`src/rtl/alu_seq_pkg.sv`:
```
// Shared op-code constants and FSM state encoding for the sequential LEGv8 ALU.
// Imported by alu_seq and mul_shift_add; ALU_SEQ_MUL_EN selects whether MUL is built.
package alu_seq_pkg;

    localparam logic [3:0] ALU_AND    = 4'b0000;
    localparam logic [3:0] ALU_ORR    = 4'b0001;
    localparam logic [3:0] ALU_ADD    = 4'b0010;
    localparam logic [3:0] ALU_SUB    = 4'b0110;
    localparam logic [3:0] ALU_PASS_B = 4'b0111;
    localparam logic [3:0] ALU_NOR    = 4'b1100;
    localparam logic [3:0] ALU_MUL    = 4'b1001;

    typedef enum logic [1:0] {
        ST_IDLE = 2'd0,
        ST_MUL  = 2'd1,
        ST_DONE = 2'd2
    } alu_state_e;

endpackage

```
`src/rtl/mul_shift_add.sv`:
```
// Iterative shift-add multiplier: one partial product per cycle, WIDTH cycles per product.
// Only instantiated by alu_seq when ALU_SEQ_MUL_EN is defined.
module mul_shift_add
    import alu_seq_pkg::*;
#(
    parameter int WIDTH = 64
) (
    input  logic             clk,
    input  logic             reset_n,
    input  logic             start,
    input  logic [WIDTH-1:0] multiplicand_in,
    input  logic [WIDTH-1:0] multiplier_in,
    output logic [WIDTH-1:0] product,
    output logic             done
);

    localparam int CW = (WIDTH > 1) ? $clog2(WIDTH) : 1;
    localparam logic [CW-1:0] LAST = CW'(WIDTH - 1);

    logic [WIDTH-1:0] multiplicand_reg;
    logic [WIDTH-1:0] multiplier_reg;
    logic [WIDTH-1:0] acc_reg;
    logic [CW-1:0]    count_reg;
    logic             busy_reg;

    logic [WIDTH-1:0] addend;
    logic [WIDTH-1:0] acc_next;

    assign addend   = multiplier_reg[0] ? multiplicand_reg : '0;
    assign acc_next = acc_reg + addend;

    // The final sum is exposed combinationally so the caller can register it
    // on the same edge that processes the last multiplier bit.
    assign product = acc_next;
    assign done    = busy_reg && (count_reg == LAST);

    always_ff @(posedge clk or negedge reset_n) begin
        if (!reset_n) begin
            multiplicand_reg <= '0;
            multiplier_reg   <= '0;
            acc_reg          <= '0;
            count_reg        <= '0;
            busy_reg         <= 1'b0;
        end else if (start) begin
            multiplicand_reg <= multiplicand_in;
            multiplier_reg   <= multiplier_in;
            acc_reg          <= '0;
            count_reg        <= '0;
            busy_reg         <= 1'b1;
        end else if (busy_reg) begin
            acc_reg          <= acc_next;
            multiplicand_reg <= multiplicand_reg << 1;
            multiplier_reg   <= multiplier_reg >> 1;
            count_reg        <= count_reg + CW'(1);
            if (count_reg == LAST) begin
                busy_reg <= 1'b0;
            end
        end
    end

endmodule

```
`src/rtl/alu_seq.sv`:
```
// Sequential LEGv8 execute-stage ALU with valid/ready handshake and registered result/zero.
// Define ALU_SEQ_MUL_EN to build the iterative MUL path; otherwise op 1001 yields 0 in one cycle.
module alu_seq
    import alu_seq_pkg::*;
#(
    parameter int WIDTH = 64
) (
    input  logic             clk,
    input  logic             reset_n,
    input  logic [3:0]       alu_control,
    input  logic [WIDTH-1:0] a,
    input  logic [WIDTH-1:0] b,
    input  logic             in_valid,
    output logic             in_ready,
    output logic [WIDTH-1:0] result,
    output logic             zero,
    output logic             out_valid,
    input  logic             out_ready
);

    alu_state_e       state_reg;
    alu_state_e       state_next;
    logic [WIDTH-1:0] result_reg;
    logic [WIDTH-1:0] result_next;
    logic             zero_reg;
    logic             zero_next;
    logic             load_result;
    logic [WIDTH-1:0] alu_value;

`ifdef ALU_SEQ_MUL_EN
    logic             mul_start;
    logic             mul_done;
    logic [WIDTH-1:0] mul_product;

    mul_shift_add #(
        .WIDTH(WIDTH)
    ) u_mul (
        .clk             (clk),
        .reset_n         (reset_n),
        .start           (mul_start),
        .multiplicand_in (a),
        .multiplier_in   (b),
        .product         (mul_product),
        .done            (mul_done)
    );
`endif

    // Single-cycle datapath; MUL and unused codes fall to zero here.
    always_comb begin
        alu_value = '0;
        case (alu_control)
            ALU_AND:    alu_value = a & b;
            ALU_ORR:    alu_value = a | b;
            ALU_ADD:    alu_value = a + b;
            ALU_SUB:    alu_value = a - b;
            ALU_PASS_B: alu_value = b;
            ALU_NOR:    alu_value = ~(a | b);
            default:    alu_value = '0;
        endcase
    end

    always_comb begin
        state_next  = state_reg;
        result_next = result_reg;
        zero_next   = zero_reg;
        load_result = 1'b0;
        in_ready    = 1'b0;
        out_valid   = 1'b0;
`ifdef ALU_SEQ_MUL_EN
        mul_start   = 1'b0;
`endif
        case (state_reg)
            ST_IDLE: begin
                in_ready = 1'b1;
                if (in_valid) begin
`ifdef ALU_SEQ_MUL_EN
                    if (alu_control == ALU_MUL) begin
                        mul_start  = 1'b1;
                        state_next = ST_MUL;
                    end else begin
                        result_next = alu_value;
                        load_result = 1'b1;
                        state_next  = ST_DONE;
                    end
`else
                    result_next = alu_value;
                    load_result = 1'b1;
                    state_next  = ST_DONE;
`endif
                end
            end
`ifdef ALU_SEQ_MUL_EN
            ST_MUL: begin
                if (mul_done) begin
                    result_next = mul_product;
                    load_result = 1'b1;
                    state_next  = ST_DONE;
                end
            end
`endif
            ST_DONE: begin
                out_valid = 1'b1;
                if (out_ready) begin
                    state_next = ST_IDLE;
                end
            end
            default: begin
                state_next = ST_IDLE;
            end
        endcase
        // zero follows the result register and only moves when it loads
        if (load_result) begin
            zero_next = (result_next == '0);
        end
    end

    always_ff @(posedge clk or negedge reset_n) begin
        if (!reset_n) begin
            state_reg  <= ST_IDLE;
            result_reg <= '0;
            zero_reg   <= 1'b0;
        end else begin
            state_reg  <= state_next;
            result_reg <= result_next;
            zero_reg   <= zero_next;
        end
    end

    assign result = result_reg;
    assign zero   = zero_reg;

endmodule

```
`config.mk`:
```
export PLATFORM = sky130hd
export DESIGN_NAME = alu_seq
export DESIGN_NICKNAME = d
export VERILOG_FILES = /design/src/rtl/alu_seq_pkg.sv /design/src/rtl/mul_shift_add.sv /design/src/rtl/alu_seq.sv
export SDC_FILE = /design/constraint.sdc
export NUM_CORES = 1
export LEC_CHECK = 0
export CAP_MARGIN = 20
export CORE_MARGIN = 10
export CORE_UTILIZATION = 60
export CTS_BUF_LIST = sky130_fd_sc_hd__clkbuf_16
export CTS_CLUSTER_SIZE = 24
export DETAILED_ROUTE_END_ITERATION = 7
export PLACE_DENSITY = 0.9
export RECOVER_POWER = 25
export SLEW_MARGIN = 0
export SYNTH_ARGS = -nofsm -noshare
export SYNTH_HDL_FRONTEND = slang
export SYNTH_SLANG_ARGS = --single-unit
```
`constraint.sdc`:
```
create_clock -name clk -period 9.25 [get_ports clk]
set_input_delay 0.925 -clock clk [delete_from_list [all_inputs] [get_ports clk]]
set_output_delay 0.925 -clock clk [all_outputs]
set_load 0.01 [all_outputs]
```
### Word-level counts from Yosys, hierarchy flattened

Index checks and enable logic that the tools add are counted.

* output and inout bits: 67
* bits in writable memories: 0
* bits of input ports: 136
* latch bits: 0
* ROM bits: 0
* memories: 0
* word-level logic and storage cells: 30
* bits in registers: 67

* div/mod/pow operators: 0
* add/subtract/negate cells: 2
* reductions and logical operators: 4
* shift operators: 0
* magnitude comparators: 0
* multiply operators: 0
* muxes and demuxes: 10
* eq/ne operators: 8
* bitwise logic cells: 3

Operator list (count)
* $pmux W64 S6: 1
* $mux W64: 2
* $add A64 B64 Y64: 1
* $and A64 B64 Y64: 1
* $logic_not A64 Y1: 1
* $not A64 Y64: 1
* $or A64 B64 Y64: 1
* $sub A64 B64 Y64: 1
* $eq A4 B3 Y1 const B: 2
* $eq A4 B1 Y1 const B: 1
* $eq A4 B2 Y1 const B: 1
* $eq A4 B4 Y1 const B: 1
* $logic_not A4 Y1: 1
* $mux W1: 4
* $mux W2: 2
* $ne A2 B2 Y1 const B: 2
* $pmux W2 S2: 1
* $eq A2 B2 Y1 const B: 1
* $logic_not A2 Y1: 1
* $reduce_and A2 Y1: 1

### Logic depth before layout (Yosys ltp)

Gate-level depths: netlist (run 1).

* depth after elaboration: 6
* depth in mapped cells: 27
* depth with buffers taken out: 26

### Worst setup path before layout (run 1)

OpenSTA, ideal clock, no wires.

* path kind: input to register
* from: input port b[8]
* to: register zero_reg, in the netlist zero
* library setup time: 0.103 ns
* buffers on the path: 1
* arrival time: 6.539 ns
* stages on the path: 22
* required time: 9.147 ns
* setup slack: 2.608 ns
* path through: buf_2 > or4_1 > nor3_1 > nand2b_1 > nor3_1 > nand2_1 > nor2_1 > nand3b_1 > or3_1 > nor3_1 > a21oi_1 > xnor2_1 > ha_1 > a21o_1 > a21o_1 > a221oi_1 > o311ai_0 > a211o_1 > or3_1 > or4_1 > or4_1 > o41ai_2

* word-level cells in the longest chain between the ends: 6
* elaborated cells between the ends (all ways): 9
* classes of those cells: 2 x add/sub; 3 x mux; 3 x bitwise; 1 x reduce/logical

Ends and longest elaborated chain
* start: declaration: RTL line alu_seq.sv:12 `input logic [WIDTH-1:0] b,`
* branches (longest 2 deep; another with $sub A64 B64 Y64)
* $pmux W64 S6 *: RTL line alu_seq.sv:51 `case (alu_control)`
* $mux W64 *: RTL line alu_seq.sv:75 `if (in_valid) begin`
* $mux W64 *: RTL line alu_seq.sv:72 `case (state_reg)`
* $logic_not A64 Y1 *: RTL line alu_seq.sv:113 `zero_next = (result_next == '0);`
* end signal: assignment: RTL line alu_seq.sv:125 `zero_reg <= zero_next;`
* end: declaration: RTL line alu_seq.sv:25 `logic zero_reg;`

Mark *: on every way between the ends.
A chain may end at the register's enable or synchronous reset.

### Worst setup path in the final report (run 1)

* from: input port b[4]
* to: register zero_reg, in the netlist zero

* elaborated cells between the ends (all ways): 9
* classes of those cells: 2 x add/sub; 3 x mux; 3 x bitwise; 1 x reduce/logical

RTL lines
* $sub A64 B64 Y64 or $add A64 B64 Y64 (tied branches): RTL line alu_seq.sv:55, alu_seq.sv:54
* $pmux W64 S6 *: RTL line alu_seq.sv:51
* $mux W64 *: RTL line alu_seq.sv:75
* $mux W64 *: RTL line alu_seq.sv:72
* named net result_next[36]: RTL line alu_seq.sv:24 `logic [WIDTH-1:0] result_next;`
* $logic_not A64 Y1 *: RTL line alu_seq.sv:113

The timed path passes the listed nets; every way through them passes the cells marked *.

==> impl_summary.log, run 1 <==
[metrics] post-CTS setup buffer count: 0
[metrics] ratio of total power to cell area: 124 nW/um^2
[metrics] uppermost layer routed: met5
[metrics] Die W: 157 um
[metrics] peak supply drop: 0.0925 mV
[metrics] slew at the pin with the worst max-slew slack: 4.13 ns
[metrics] final number of hold-violating endpoints: 0
[metrics] synthesized area: 11300 um^2
[metrics] worst-case headroom to the max-slew limit: -1.75
[metrics] antenna violations before repair: 6
[metrics] clock tree from TritonCTS: yes
[metrics] placement-stage cell area: 13200 um^2
[metrics] CP Launch Type: primary input
[metrics] final net count: 1882
[metrics] worst endpoint required time: 9.52 ns
[metrics] clk slew on worst S/H paths: 0.08 ns
[metrics] number of hold buffers added after CTS: 0
[metrics] type of the worst setup path: primary input to flip-flop
[metrics] detail-routed net length per standard cell: 26.4 um
[metrics] data arrival time of the critical path: 8.11 ns
[metrics] final weighted congestion in routability-driven placement: 1.13
[metrics] total leakage power: 0.00537 uW
[metrics] Area Overhead vs Synth: 20.5%
[metrics] fraction of layout cells with a size suffix above 1: 0.0540
[metrics] total grt overflow: 0
[metrics] minimum clock period after layout: 7.84 ns
[metrics] met1 wire length: 18.9 mm
[metrics] number of port buffers: 202
[metrics] leading cell type by number of instances after synthesis: nand2_1
[metrics] worst-path fanout max: 7
[metrics] post-synthesis net count: 1764
[metrics] Setup Total Neg Slack: 0 ns
[metrics] vias in the first global route: 12900
[metrics] register area share after synthesis: 0.147
[metrics] portion of synthesized cell area occupied by the leading cell type: 0.147
[metrics] core outline area: 18600 um^2
[metrics] most frequent cells after synthesis: nand2_1, a21oi_1, nor2_1
[metrics] result of the run: finished with violations
[metrics] global-route usage over all layers: 0.392
[metrics] number of detailed-routing iterations run before antenna repair: 8
[metrics] total clock sinks: 66
[metrics] vias post-DR: 14200
[metrics] max-cap check violation count: 1
[metrics] setup repair after global routing missed its margin: no
[metrics] total length of routed wires: 50.7 mm
[metrics] total met2 wirelength after detailed routing: 21.4 mm
[metrics] drt initial violations: 2088
[metrics] Root Driver: clkbuf_16
[metrics] total number of H-tree levels: 3
[metrics] met3 routed WL: 7.31 mm
[metrics] largest area contributor in the synthesized netlist: dfrtp_1
[metrics] largest cells by area after synthesis: dfrtp_1, ha_1, a21oi_1
[metrics] proportion of synthesized flip-flops having asynchronous set or reset: 1.00
[metrics] clock tree buffer depth: 2
[metrics] Vias per Instance: 7.38
[metrics] DRC violations left: 1
[metrics] Reg2Reg Setup Slack: 4.44 ns
[metrics] chip height: 157 um
[metrics] clock buffer count from CTS: 9
[metrics] initial core utilization: 0.606
[metrics] I/O pin count: 203
[metrics] clock insertion delay at the later pin of the skew report: 0.37 ns
[metrics] setup clock skew after layout: 0.0167 ns
[metrics] #FFs+latches synth: 66
[metrics] max frequency: 128 MHz
[metrics] cells after synthesis: 1561
[metrics] Final Core Density: 0.730
[metrics] total setup violations reported at the end of the flow: 0
[metrics] Period Utilization, post-route: 0.847
[metrics] pin count of the biggest net entering global routing: 67
[metrics] Antenna Nets Post-Route: 0
[metrics] kind of path behind the tightest hold check: flip-flop to flip-flop
[metrics] number of gates resized after CTS: 0
[metrics] post-detail-place hpwl: 39.2 mm
[metrics] global-route wire length before repair: 75.6 mm
[metrics] count of final max-slew check failures: 67
[metrics] Design Area, Final: 13600 um^2
[metrics] area enclosed by the die boundary: 24600 um^2
[metrics] hold wc startpoint: result[2]$_DFF_PN0_
[metrics] average footprint of a synthesized cell: 7.21 um^2
[metrics] Most used DFF post-synth: dfrtp_1
[metrics] count of flip-flops with a built-in enable after synthesis: 0
[metrics] Site Rows: 50
[metrics] failing checks: DRC, capacitance limit, slew limit
[metrics] Yosys warning count: 0
[metrics] startpoint of the worst setup timing path: b[4]
[metrics] Cell variety after synth: 96
[metrics] reg-to-reg critical path startpoint: state_reg[1]$_DFFE_PN0P_
[metrics] number of flip-flops under the largest register name: 64
[metrics] Critical Path Sink Type: flip-flop
## through the flow
stage	hold slack, ns	instances	total power [uW]	worst slack [ns]
2_1_floorplan	0.510	1561	853	2.61
3_3_place_gp	0.488	1902	1190	1.34
3_5_place_dp	0.494	1902	1200	1.28
4_1_cts	0.511	1918	1630	1.62
5_1_grt	0.530	1921	1730	1.04
6_report	0.517	1922	1680	1.41
## per-layer routing
metal	vias up	global-route usage
met2	1223	0.592
met3	258	0.104
met5	-	0
li1	6135	-
met4	2	0.197
met1	6563	0.503
## final timing paths
kind / to / cells past startpoint
setup / recovery: zero$_DFFE_PN0P_ / 20
hold / removal: result[2]$_DFF_PN0_ / 2
setup reg to reg: zero$_DFFE_PN0P_ / 13
hold reg to reg: result[2]$_DFF_PN0_ / 2
max in group asynchronous: result[24]$_DFF_PN0_ / 2
min in group asynchronous: result[39]$_DFF_PN0_ / 2
## area by class of cell
class,instances,area (um^2)
Inverter,32,120
Timing Repair Buffer,225,2180
Multi-Input combinational cell,1345,8960
Clock inverter,7,125
Sequential cell,66,1650
Antenna cell,4,10.0
Tap cell,234,293
Clock buffer,9,225
Fill cell,1551,5010
## report_power, final
group / internal (uW) / total, uW / switching, uW
Combinational: 349 / 883 / 535
Sequential: 325 / 349 / 24.6
Clock: 267 / 444 / 177
## critical path, stage by stage
cell             delay (ns)
clkdlybuf4s50_1        0.53
or3_1                  0.45
nor3_1                 0.53
nor3b_4                0.38
nand3_2                0.22
o41ai_1                0.42
xor2_1                 0.26
ha_1                   0.36
a21oi_1                0.25
o21ai_0                0.20
a21oi_1                0.43
nand4_1                0.41
and3_1                 0.27
or3_1                  0.37
or3_1                  0.43
nor4_1                 0.18
nand4b_1               0.18
or4_1                  0.55
or4_1                  0.42
o41ai_2                0.32
## cells in the final DEF (no fill, tap or decap), drive strengths merged, types with 11 or more instances in the layout
cell type / netlist / routed
clkdlybuf4s50: 0 / 200
nand2: 156 / 156
a21oi: 146 / 146
o21ai: 129 / 129
nor2: 116 / 116
ha: 66 / 66
dfrtp: 66 / 66
nor3: 66 / 66
maj3: 61 / 61
xor2: 58 / 58
nand4: 44 / 44
nand3: 39 / 39
xnor2: 37 / 37
a21o: 37 / 37
o31ai: 34 / 34
a22oi: 32 / 32
inv: 31 / 32
a2bb2oi: 29 / 29
or3: 28 / 28
buf: 64 / 24
o21a: 20 / 20
o21bai: 19 / 19
a31oi: 16 / 16
a211oi: 16 / 16
nor4: 13 / 13
a22o: 12 / 12
or4: 11 / 11
nand2b: 11 / 11
## kinds of logic (layout without fill, tap and decap cells)
group,after synthesis,after routing,synth area share
AOI/OAI and AO/OA,572,572,0.344
xor gates and xnor gates,95,95,0.0739
DFF,66,66,0.147
adders and majority gates,128,128,0.129
other,0,4,0
buffers and inverters,150,273,0.0597
muxes,6,6,0.00556
and+or+nand+nor,544,544,0.241
Power figures use the tool's default switching activity.
==> inputs of run 2 (changes only) <==
CORE_UTILIZATION = 50   (was 60)
PLACE_DENSITY = 0.8   (was 0.9)
clock period = 6.9 ns   (was 9.25 ns; I/O delays follow)
==> run 2 against run 1 <==
Effect of this change:
- the run ends with capacitance limit, slew limit left
- cell count up 14%
- sequential share of layout area is 1.4 points lower
- critical endpoint unchanged
- clock skew is 0.00077 ns higher
==> impl_summary.log, run 2 (same netlist as run 1, synthesis figures left out) <==
[metrics] Die W: 170 um (+8.3%)
[metrics] kind of path behind the tightest hold check: flip-flop to flip-flop
[metrics] pin count of the biggest net entering global routing: 67 (unchanged)
[metrics] max frequency: 151 MHz
[metrics] DRC violations left: 0 (-1)
[metrics] global-route wire length before repair: 84.4 mm (+12%)
[metrics] worst endpoint required time: 7.15 ns (-2.37 ns)
[metrics] Period Utilization, post-route: 0.959
[metrics] Site Rows: 54 (+8.0%)
[metrics] worst-case headroom to the max-slew limit: -1.76 (-0.00613)
[metrics] initial core utilization: 0.513 (-0.0932)
[metrics] Antenna Nets Post-Route: 0 (unchanged)
[metrics] result of the run: finished with violations
[metrics] setup repair after global routing missed its margin: no
[metrics] worst path cell trace: clkdlybuf4s50_1 -> or4_4 -> nor3_2 -> nand2b_1 -> buf_4 -> nor3b_4 -> buf_4 -> nand2_1 -> o21ai_0 -> xor2_1 -> ha_1 -> a211oi_1 -> o21bai_1 -> a211oi_2 -> buf_4 -> nand4_1 -> and3_1 -> or3_1 -> or3_1 -> nor4_2 -> nand4b_1 -> or4_1 -> or4_1 -> o41ai_2
[metrics] post-placement setup slack: -0.342 ns (-1.62 ns)
[metrics] highest cell delay on the worst timing path: 0.55 ns (about the same)
[metrics] total number of H-tree levels: 3 (unchanged)
[metrics] antenna violations before repair: 5 (-1)
[metrics] Root Driver: clkbuf_16
[metrics] total clock sinks: 66 (unchanged)
[metrics] total leakage power: 0.00648 uW (+21%)
[metrics] Design Area, Final: 15400 um^2 (+13%)
[metrics] most used cells in the layout excluding fill and tap cells: buf_4, clkdlybuf4s50_1, nand2_1
[metrics] chip height: 170 um (+8.3%)
[metrics] post-detail-place hpwl: 45.1 mm (+15%)
[metrics] number of detailed-routing iterations run before antenna repair: 6 (-2)
[metrics] placement-stage cell area: 15000 um^2 (+13%)
[metrics] type of the worst setup path: primary input to flip-flop
[metrics] final net count: 2112 (+12%)
[metrics] number of port buffers: 202 (unchanged)
[metrics] max-cap check violation count: 1 (unchanged)
[metrics] total grt overflow: 0 (unchanged)
[metrics] failing checks: capacitance limit, slew limit
[metrics] total setup violations reported at the end of the flow: 0 (unchanged)
[metrics] worst-path fanout max: 4 (-3)
[metrics] I/O pin count: 203 (unchanged)
[metrics] clock tree from TritonCTS: yes
[metrics] clock insertion delay at the later pin of the skew report: 0.36 ns (about the same)
[metrics] global-route usage over all layers: 0.374 (-0.0178)
[metrics] clock buffer count from CTS: 9 (unchanged)
[metrics] data arrival time of the critical path: 6.87 ns (-1.24 ns)
[metrics] ratio of total power to cell area: 155 nW/um^2 (+25%)
[metrics] drt initial violations: 1933 (-7.4%)
[metrics] peak supply drop: 0.112 mV (+21%)
[metrics] total length of routed wires: 56.3 mm (+11%)
[metrics] slew at the pin with the worst max-slew slack: 4.14 ns (+0.00919 ns)
[metrics] number of flip-flops under the largest register name: 64 (unchanged)
[metrics] number of hold buffers added after CTS: 0 (unchanged)
[metrics] fraction of layout cells with a size suffix above 1: 0.175 (+0.120)
[metrics] clk slew on worst S/H paths: 0.08 ns (about the same)
[metrics] Vias per Instance: 6.71 (-9.1%)
[metrics] final worst setup slack: 0.281 ns (-1.13 ns)
[metrics] vias post-DR: 14800 (+4.0%)
[metrics] Crit-path slowest cell: or4_4
[metrics] core outline area: 22000 um^2 (+18%)
[metrics] CP Launch Type: primary input
[metrics] count of final max-slew check failures: 67 (unchanged)
[metrics] final number of hold-violating endpoints: 0 (unchanged)
[metrics] detail-routed net length per standard cell: 25.6 um (-3.0%)
[metrics] Worst path most repeated cell: buf_4
[metrics] area enclosed by the die boundary: 28900 um^2 (+17%)
[metrics] final weighted congestion in routability-driven placement: 1.08 (-4.5%)
[metrics] setup clock skew after layout: 0.0175 ns (+0.000773 ns)
[metrics] vias in the first global route: 14100 (+9.3%)
[metrics] Critical Path Sink Type: flip-flop
[metrics] most frequent standard cell in the layout excluding fill and tap cells: buf_4
[metrics] clock tree buffer depth: 2 (unchanged)
[metrics] minimum clock period after layout: 6.62 ns
[metrics] fill cell total of the finished layout: 1886 (+22%)
[metrics] Area Overhead vs Synth: 36.5%
==> run 2: final timing paths <==
check	slack (ns)	startpoint	endpoint	depth (start not counted)
max	0.28	b[10]	zero$_DFFE_PN0P_	24
min in group asynchronous	1.88	reset_n	result[20]$_DFF_PN0_	2
max in group asynchronous	2.67	reset_n	result[62]$_DFF_PN0_	2
min reg2reg	0.49	result[2]$_DFF_PN0_	result[2]$_DFF_PN0_	2
max reg2reg	2.65	state_reg[1]$_DFFE_PN0P_	zero$_DFFE_PN0P_	12
min	0.49	result[2]$_DFF_PN0_	result[2]$_DFF_PN0_	2
==> run 2: stage by stage <==
| step | hold WS [ns] | std cells | utilization | total power (uW) | TNS [ns] |
|---|---|---|---|---|---|
| detailed placement | 0.467 | 2177 | 0.683 | 1810 | -0.342 |
| CTS | 0.487 | 2193 | 0.697 | 2330 | 0 |
| global placement | 0.458 | 2177 | 0.683 | 1800 | -0.221 |
| global route | 0.514 | 2196 | 0.700 | 2480 | 0 |
| finish | 0.486 | 2199 | 0.700 | 2380 | 0 |
| floorplan | 0.394 | 1561 | - | 1140 | 0 |
==> run 2: layout make-up <==
cell class / instances / area (um^2) / area share
multi-input combinational: 1345 / 9030 / 0.587
timing repair buffer: 455 / 3910 / 0.254
sequential: 66 / 1650 / 0.107
tap: 280 / 350 / 0.0228
clock buffer: 9 / 225 / 0.0147
inverter: 32 / 120 / 0.00782
clock inverter: 7 / 75.1 / 0.00488
antenna: 5 / 12.5 / 0.000814
==> run 2: what timing repair did <==
item / CTS / global route
setup buffers: 0 / 1
endpoints found under the setup margin: 1 / 1
pin swaps: 0 / 3
gates resized for setup: 2 / 13
==> run 2: report_power, final <==
part | switching (uW) | total [uW] | internal [uW]
registers | 31.5 | 467 | 435
logic | 777 | 1390 | 615
clock network | 240 | 524 | 284
==> run 2: critical path: cells and delay by family <==
family / cells / cell delay [ns]
simple gates: 13 / 3.66
compound gates: 5 / 1.16
buf+inv: 4 / 0.92
fa+ha+maj: 1 / 0.26
xor+xnor: 1 / 0.17
==> run 2: layer usage <==
layer	global-route usage	vias to the layer above	wire, um
met4	0.184	4	3070
met1	0.467	6959	21400
met2	0.585	998	24700
met3	0.0993	182	7060
li1	-	6611	-
met5	0	-	49
==> inputs of run 3 (changes only) <==
CELL_PAD_IN_SITES_DETAIL_PLACEMENT = 1   (was unset)
CELL_PAD_IN_SITES_GLOBAL_PLACEMENT = 1   (was unset)
CORE_MARGIN = unset   (was 10)
CORE_UTILIZATION = 36   (was 50)
PLACE_DENSITY = unset   (was 0.8)
PLACE_DENSITY_LB_ADDON = 0.1   (was unset)
==> run 3 against run 2 <==
Effect of this change:
- cell count rose by 6.9%
- non-clock buffer count is 39 higher
- the flow still finishes with violations (capacitance limit, slew limit)
- die area up 11%
- critical path type unchanged
- clock skew down 0.011 ns
==> impl_summary.log, run 3 (same netlist as run 1, synthesis figures left out) <==
[metrics] result of the run: finished with violations
[metrics] failing checks: capacitance limit, slew limit
[metrics] max-cap check violation count: 1 (unchanged)
[metrics] data arrival time of the critical path: 6.92 ns (+0.05 ns)
[metrics] global-route wire length before repair: 90.4 mm (+7.0%)
[metrics] total number of H-tree levels: 3 (unchanged)
[metrics] total leakage power: 0.00672 uW (+3.7%)
[metrics] antenna violations before repair: 1 (-4)
[metrics] Area Overhead vs Synth: 42.1%
[metrics] global-route usage over all layers: 0.381 (+0.00670)
[metrics] worst-path fanout max: 7 (+3)
[metrics] clock buffer count from CTS: 9 (unchanged)
[metrics] proportion of total power due to net switching: 0.433 (-0.00708)
[metrics] drt initial violations: 1066 (-45%)
[metrics] internal power of the cells: 1400 uW (+4.7%)
[metrics] vias in the first global route: 15000 (+6.2%)
[metrics] DRC violations left: 0 (unchanged)
[metrics] peak supply drop: 0.112 mV (-0.13%)
[metrics] area enclosed by the die boundary: 32000 um^2 (+11%)
[metrics] minimum clock period after layout: 6.65 ns (+0.0255 ns)
[metrics] proportion of power drawn by the clock network: 0.220 (about the same)
[metrics] number of detailed-routing iterations run before antenna repair: 5 (-1)
[metrics] kind of path behind the tightest hold check: primary input to async pin
[metrics] total clock sinks: 66 (unchanged)
[metrics] worst endpoint required time: 7.18 ns (+0.03 ns)
[metrics] chip height: 179 um (+5.2%)
[metrics] Site Rows: 64 (+19%)
[metrics] CP Launch Type: primary input
[metrics] reg-to-reg critical path startpoint: state_reg[1]$_DFFE_PN0P_
[metrics] core outline area: 30700 um^2 (+40%)
[metrics] clk slew on worst S/H paths: 0.06 ns (-0.02 ns)
[metrics] ratio of total power to cell area: 154 nW/um^2 (-0.66%)
[metrics] max frequency: 150 MHz (-0.38%)
[metrics] Die W: 179 um (+5.2%)
[metrics] combinational share of power: 0.588 (+0.004)
[metrics] R2R Path End: zero$_DFFE_PN0P_
[metrics] detail-routed net length per standard cell: 26.1 um (+2.0%)
[metrics] count of final max-slew check failures: 56 (-16%)
[metrics] clock tree from TritonCTS: yes
[metrics] fraction of layout cells with a size suffix above 1: 0.204 (+0.0293)
[metrics] number of cells on the worst reg-to-reg path: 13 (+1)
[metrics] total setup violations reported at the end of the flow: 0 (unchanged)
[metrics] final worst setup slack: 0.255 ns (-0.0255 ns)
[metrics] number of port buffers: 202 (unchanged)
[metrics] type of the worst setup path: primary input to flip-flop
[metrics] Vias per Instance: 6.28 (-6.4%)
[metrics] placement-stage cell area: 15400 um^2 (+3.0%)
[metrics] initial core utilization: 0.367 (-0.146)
[metrics] number of standard cells in the layout, taps in and fillers out: 2350 (+6.9%)
[metrics] clock tree buffer depth: 2 (unchanged)
[metrics] fill cell total of the finished layout: 3792 (+100%)
[metrics] worst-case headroom to the max-slew limit: -1.47 (+0.288)
[metrics] post-placement setup slack: -0.474 ns (-0.132 ns)
[metrics] post-detail-place hpwl: 48.5 mm (+7.5%)
[metrics] most used cells in the layout excluding fill and tap cells: buf_4, clkdlybuf4s50_1, nand2_1
[metrics] Period Utilization, post-route: 0.963 (+0.00370)
[metrics] Antenna Nets Post-Route: 0 (unchanged)
[metrics] final weighted congestion in routability-driven placement: 0.997 (-7.8%)
[metrics] most frequent standard cell in the layout excluding fill and tap cells: buf_4
[metrics] sequential fraction of design power: 0.191 (-0.005)
[metrics] net switching power: 1070 uW (+1.8%)
[metrics] clock insertion delay at the later pin of the skew report: 0.38 ns (+0.02 ns)
[metrics] Reg2Reg Setup Slack: 2.45 ns (-0.20 ns)
[metrics] total length of routed wires: 61.3 mm (+9.0%)
[metrics] final net count: 2151 (+1.8%)
[metrics] setup clock skew after layout: 0.00628 ns (-0.0112 ns)
[metrics] vias post-DR: 14800 (+0.027%)
[metrics] Design Area, Final: 16000 um^2 (+4.1%)
[metrics] I/O pin count: 203 (unchanged)
[metrics] Root Driver: clkbuf_16
[metrics] pin count of the biggest net entering global routing: 67 (unchanged)
[metrics] slew at the pin with the worst max-slew slack: 3.71 ns (-0.432 ns)
[metrics] Critical Path Sink Type: flip-flop
[metrics] final number of hold-violating endpoints: 0 (unchanged)
[metrics] number of flip-flops under the largest register name: 64 (unchanged)
[metrics] number of instances in the placed design: 2330 (+7.0%)
[metrics] total grt overflow: 0 (unchanged)
-- run 3: final cells by class --
type	instances	area [um^2]	area share
diodes	1	2.50	0.000156
clock buffers	9	225	0.0141
clock inverters	7	93.8	0.00586
inverters	32	120	0.00751
multi-input cells	1345	9190	0.574
flip-flops and latches	66	1650	0.103
well taps	396	495	0.0310
repair buffers	494	4220	0.264
-- run 3: worst max-delay path: stages --
cell             delay (ns)
clkdlybuf4s50_1        0.42
or4_4                  0.57
nor3_4                 0.21
nand2b_1               0.13
buf_4                  0.17
nor3_1                 0.20
nand2_1                0.18
nor2_1                 0.17
buf_4                  0.15
nand3b_1               0.09
or3_1                  0.38
buf_4                  0.18
o21ai_0                0.19
xor2_1                 0.36
ha_4                   0.29
nand2_1                0.08
nor2_2                 0.05
buf_4                  0.13
nand2_1                0.11
nor3_1                 0.09
nand2_1                0.09
o311ai_1               0.11
a211o_1                0.34
or3_1                  0.39
or4_4                  0.53
or4_1                  0.44
o41ai_2                0.20
-- run 3: per-stage QoR --
stage | utilization | hold slack, ns | TNS [ns] | total power [uW]
3_5_place_dp | 0.504 | 0.488 | -0.474 | 1870
2_1_floorplan | - | 0.394 | 0 | 1140
6_report | 0.522 | 0.421 | 0 | 2460
4_1_cts | 0.515 | 0.504 | 0 | 2420
3_3_place_gp | 0.504 | 0.465 | -0.408 | 1850
5_1_grt | 0.522 | 0.466 | -0.0200 | 2580
-- run 3: how the worst max path moves through the flow --
stage | startpoint | end | depth (start not counted)
2_1_floorplan | b[8] | zero$_DFFE_PN0P_ | 22
3_3_place_gp | b[10] | zero$_DFFE_PN0P_ | 24
3_5_place_dp | b[10] | zero$_DFFE_PN0P_ | 24
4_1_cts | b[10] | zero$_DFFE_PN0P_ | 24
5_1_grt | b[10] | zero$_DFFE_PN0P_ | 29
6_report | b[10] | zero$_DFFE_PN0P_ | 27
-- run 3: repair_timing --
action / in CTS / in global routing
setup endpoints to repair: 1 / 1
pin swaps: 0 / 19
resized for setup: 4 / 54
setup buffers: 0 / 2
hold buffers: 0 / 0
hold endpoints to repair: 0 / 0
-- run 3: metal layers --
layer  wire length, um  track usage  vias to the layer above
li1                  -            -                     6669
met1             27000        0.497                     7420
met2             28700        0.633                      539
met3              3280       0.0454                      128
met4              2360        0.153                        2
met5                13            0                        -
-- run 3: power by group through the flow --
| stage | sequential [uW] | clock, uW | combinational [uW] |
|---|---|---|---|
| final | 471 | 544 | 1450 |
| after global routing | 476 | 560 | 1540 |
| after CTS | 471 | 546 | 1400 |
| after detailed placement | 478 | 0 | 1390 |
| after global placement | 476 | 0 | 1370 |
| after floorplan | 491 | 0 | 652 |
